## src/rtl/bin_to_mask_collector.sv

```systemverilog
// Decodes a stream of encoded indices to one-hot and OR-accumulates them per frame; the frame
// result (mask, count, duplicate flag) is offered over valid/ready one cycle after the last code.
module bin_to_mask_collector #(
    parameter int BIN_W  = 3,
    parameter int CNT_W  = 4,
    localparam int MASK_W = 2**BIN_W
) (
    input  logic              clk,
    input  logic              rst,
    input  logic              in_valid,
    output logic              in_ready,
    input  logic [BIN_W-1:0]  in_bin,
    input  logic              in_empty,
    input  logic              in_last,
    output logic              out_valid,
    input  logic              out_ready,
    output logic [MASK_W-1:0] out_mask,
    output logic              out_empty,
    output logic [CNT_W-1:0]  out_count,
    output logic              out_dup
);

    typedef enum logic {COLLECT = 1'b0, HOLD = 1'b1} state_t;

    state_t             state_q;
    logic [MASK_W-1:0]  mask_q, mask_d;
    logic [CNT_W-1:0]   cnt_q, cnt_d;
    logic               dup_q, dup_d;
    logic               in_ready_q;
    logic               out_valid_q;
    logic [MASK_W-1:0]  onehot;

    // Frame state with the currently presented code folded in; only committed on a handshake.
    always_comb begin
        onehot = MASK_W'(1) << in_bin;
        mask_d = mask_q;
        cnt_d  = cnt_q;
        dup_d  = dup_q;
        if (!in_empty) begin
            mask_d = mask_q | onehot;
            dup_d  = dup_q | mask_q[in_bin];
            if (cnt_q != {CNT_W{1'b1}}) begin
                cnt_d = cnt_q + CNT_W'(1);
            end
        end
    end

    always_ff @(posedge clk) begin
        if (rst) begin
            state_q     <= COLLECT;
            mask_q      <= '0;
            cnt_q       <= '0;
            dup_q       <= 1'b0;
            in_ready_q  <= 1'b1;
            out_valid_q <= 1'b0;
        end else begin
            case (state_q)
                COLLECT: begin
                    if (in_valid) begin
                        mask_q <= mask_d;
                        cnt_q  <= cnt_d;
                        dup_q  <= dup_d;
                        if (in_last) begin
                            state_q     <= HOLD;
                            in_ready_q  <= 1'b0;
                            out_valid_q <= 1'b1;
                        end
                    end
                end
                HOLD: begin
                    // Clearing here costs one bubble before the next frame's first code.
                    if (out_ready) begin
                        state_q     <= COLLECT;
                        mask_q      <= '0;
                        cnt_q       <= '0;
                        dup_q       <= 1'b0;
                        in_ready_q  <= 1'b1;
                        out_valid_q <= 1'b0;
                    end
                end
                default: begin
                    state_q     <= COLLECT;
                    in_ready_q  <= 1'b1;
                    out_valid_q <= 1'b0;
                end
            endcase
        end
    end

    assign in_ready  = in_ready_q;
    assign out_valid = out_valid_q;
    assign out_mask  = mask_q;
    assign out_empty = ~|mask_q;
    assign out_count = cnt_q;
    assign out_dup   = dup_q;

endmodule

```

## config.mk

```make
export PLATFORM = sky130hd
export DESIGN_NAME = bin_to_mask_collector
export DESIGN_NICKNAME = d
export VERILOG_FILES = /design/src/rtl/bin_to_mask_collector.sv
export SDC_FILE = /design/constraint.sdc
export NUM_CORES = 1
export LEC_CHECK = 0
export CORE_MARGIN = 1
export CORE_UTILIZATION = 45
export CTS_BUF_LIST = sky130_fd_sc_hd__clkbuf_2
export CTS_CLUSTER_DIAMETER = 100
export DETAILED_ROUTE_END_ITERATION = 16
export HOLD_SLACK_MARGIN = 0.05
export PLACE_DENSITY = 0.84
export SETUP_SLACK_MARGIN = 0.05
export SYNTH_ARGS = -nofsm -noshare
export SYNTH_HDL_FRONTEND = slang
export SYNTH_SLANG_ARGS = --single-unit
```

## constraint.sdc

```tcl
create_clock -name clk -period 1.8 [get_ports clk]
set_input_delay 0.27 -clock clk [delete_from_list [all_inputs] [get_ports clk]]
set_output_delay 0.27 -clock clk [all_outputs]
set_load 0.02 [all_outputs]
```

==> impl_metrics.csv, run 1 <==
group,metric,value,unit
run_status,status,"complete, but fails checks",
run_status,violations,"DRC",
cells_and_area,fillers,132,
clocking,clkLatencyLatePin,0.26,ns
critical_path,start_kind,"register",
timing,final_hold_viol_count,0,
drt,vias,735,
critical_path,cp.required,1.53,ns
drt,wl,1.743,mm
placed_design,place_congestion,0.7640,
placed_design,post_dp_cell_area,1062,µm²
cells_and_area,synthToLayoutAreaGrowth,39.58,%
logic_synthesis,seq_area_frac_synth,0.4169,
logic_synthesis,yosys_warnings,0,
clocking,cts_setup_buffers,0,
drt,drtAntennaViolNets,0,
logic_synthesis,synth_most_common_cell,"dfxtp_1",
hold_path,hp-class,"register to register",
cells_and_area,drive_above_1_share,0.1638,
global_route,grt_usage,0.2123,
power,p_int,0.4892,mW
timing,worst_pin_slew,0.3471,ns
floorplan,boundaryPins,25,
drt,dr.pass1.iters,10,
timing,fmax,608.1,MHz
floorplan,initial_core_util,0.4928,
cells_and_area,antenna_cells,0,
floorplan,die-area,1877,µm²
global_route,grt_pass1_vias,734,
logic_synthesis,synth-edff-count,0,
logic_synthesis,yosys_register_bits,16,
logic_synthesis,ys_types,30,
logic_synthesis,synth_top_area_share,0.4169,
timing,final-max-slew-violation-count,0,
power,switching_power,0.1838,mW
timing,rsz0062_at_grt,"false",
floorplan,die_h,43.32,µm
logic_synthesis,netlist_area,768.2,µm²
global_route,grt_pass1_wl,3.001,mm
power,p_total,0.6731,mW
drt,drtIter0Drc,7,
critical_path,worstPathMaxFanout,2,
logic_synthesis,synth_area_leaders,"dfxtp_1, nor2_1, a41oi_1",
global_route,grt_antenna_before_repair,0,
drt,wl_per_cell,13.20,µm
clocking,cts.clk_slew.worst_paths,0.13,ns
timing,slew_headroom,0.7683,
power,seqPwrFrac,0.565,
logic_synthesis,syn_avg_cell_area,8.933,µm²
clocking,tritoncts,"yes",
cells_and_area,fin_area,1072,µm²
drt,drc,4,
logic_synthesis,yosys-top-cells-count,"dfxtp_1, nor2_1, a21oi_1",
critical_path,crit_arrival,1.37,ns
floorplan,fp.dieW,43.32,µm
clocking,cts_buffers,3,
timing,setup_viol,0,
timing,setup-tns-final,0,ns
timing,fin_skew,0.004950,ns
floorplan,row_count,14,
power,swShare,0.2731,
logic_synthesis,synthesis.instances,86,
cells_and_area,nNetsFinal,128,
job,cap_violations,0,
clocking,clkSinkCount,16,
critical_path,worstSetupEndpointType,"output pin",
hold_path,hold_depth,2,
power,p_clk_frac,0.211,
global_route,overflow,0,
placed_design,port_buffers,24,
critical_path,r2r_cells,4,
clocking,cts-root-buf,"clkbuf_2",
logic_synthesis,syn_nets,96,
critical_path,worstSetupPathType,"register to output pin",
drt,vias_per_cell,5.568,
power,cellLeakagePower,0.4344,nW
clocking,ctsHoldBuffers,0,
placed_design,dp_hpwl,1.401,mm
power,p_per_area,627.7,nW/µm²
logic_synthesis,async_flop_share,0,
timing,fin_crit_sh,0.9136,
clocking,htreeDepth,1,
power,pwr-share-comb,0.224,
power,irDropWorstVdd,0.4325,mV
logic_synthesis,ys_dominant_reg_cell,"dfxtp_1",
timing,fin_crit,1.644,ns
clocking,cts_buffer_depth,2,
global_route,grt_max_degree,11,
logic_synthesis,post-synth-top-area-cell,"dfxtp_1",
floorplan,coreArea,1559,µm²
layout make-up:
class	instances	area (µm²)	area share
sequential	16	320.3	0.2987
tap	16	20.02	0.01867
multi-input combinational	59	395.4	0.3687
inverter	5	18.77	0.01750
clock buffer	3	15.01	0.01400
timing repair buffer	33	302.8	0.2824
worst paths after layout:
kind | from | to | slack, ns
setup reg to reg | state_q$_SDFF_PP0_ | out_mask[3]$_SDFFE_PP0P_ | 0.30
hold reg to reg | out_dup$_SDFFE_PP0P_ | out_dup$_SDFFE_PP0P_ | 0.49
hold / removal | out_dup$_SDFFE_PP0P_ | out_dup$_SDFFE_PP0P_ | 0.49
setup / recovery | out_mask[4]$_SDFFE_PP0P_ | out_empty | 0.16
cell families after synthesis:
family	count (synthesis)	synth area share
adders and majority gates	1	0.01628
AOI/OAI and AO/OA	21	0.2020
buffers and inverters	11	0.06840
and+or+nand+nor	34	0.2410
muxes	3	0.05537
DFF	16	0.4169
through the flow:
stage          worst slack, ns    util  hold slack [ns]  std cells
5_1_grt                0.05883  0.6878           0.5397        132
3_5_place_dp           0.02141  0.6814           0.4640        129
6_report                0.1556  0.6878           0.4889        132
2_1_floorplan           0.3249       -           0.3324         86
3_3_place_gp           0.02828  0.6814           0.4557        129
4_1_cts                 0.1306  0.6878           0.4944        132
layer usage:
metal | vias to the layer above | track usage | part of all wire
li1 | 370 | - | -
met1 | 337 | 0.2316 | 0.42
met2 | 26 | 0.4030 | 0.53
met3 | 2 | 0.02553 | 0.046
met4 | 0 | 0.09375 | 0.0029
met5 | - | 0 | 0
layout by cell type, fill, tap and decap left out, types with 3 or more instances in the layout:
cell / synthesis / final
nor2_1: 14 / 14
inv_1: 5 / 5
a41oi_1: 5 / 5
nand2_1: 4 / 4
clkdlybuf4s50_1: 0 / 23
buf_4: 0 / 9
clkbuf_2: 0 / 3
a21oi_1: 6 / 6
dfxtp_1: 16 / 16
a31oi_1: 4 / 4
worst max-delay path, stage by stage, from the launching register on:
cell and delay [ns]:
dfxtp_1 0.34, or4_1 0.52, nor2_1 0.09, buf_2 0.16
flip-flops by register name, summed over array words and instances (netlist names):
register   flops
out_valid      1
in_ready       1
out_mask       8
out_count      4
state_q        1
out_dup        1
power by group through the flow:
stage               Combinational (mW)  Sequential (mW)  Clock [mW]
floorplan                       0.0743            0.400           0
global placement                 0.151            0.387           0
detailed placement               0.155            0.388           0
CTS                              0.153            0.380       0.156
global route                     0.163            0.383       0.171
finish                           0.151            0.380       0.142
timing repair:
item                                   CTS  global route
resized for setup                        4             0
endpoints found under the hold margin    0             0
setup endpoints to repair                1             0
Note: power is estimated with default switching activity, not from simulation.
==> inputs of run 2 (changes only) <==
Settings changed: MAX_ROUTING_LAYER set to met4.
==> results of run 2 <==
The final DEF is identical to that of run 1; final timing and power are the same.
Among the figures that moved: final weighted congestion in routability-driven placement 0.7640 -> 0.7741; overall routing resource usage 0.2123 -> 0.2190
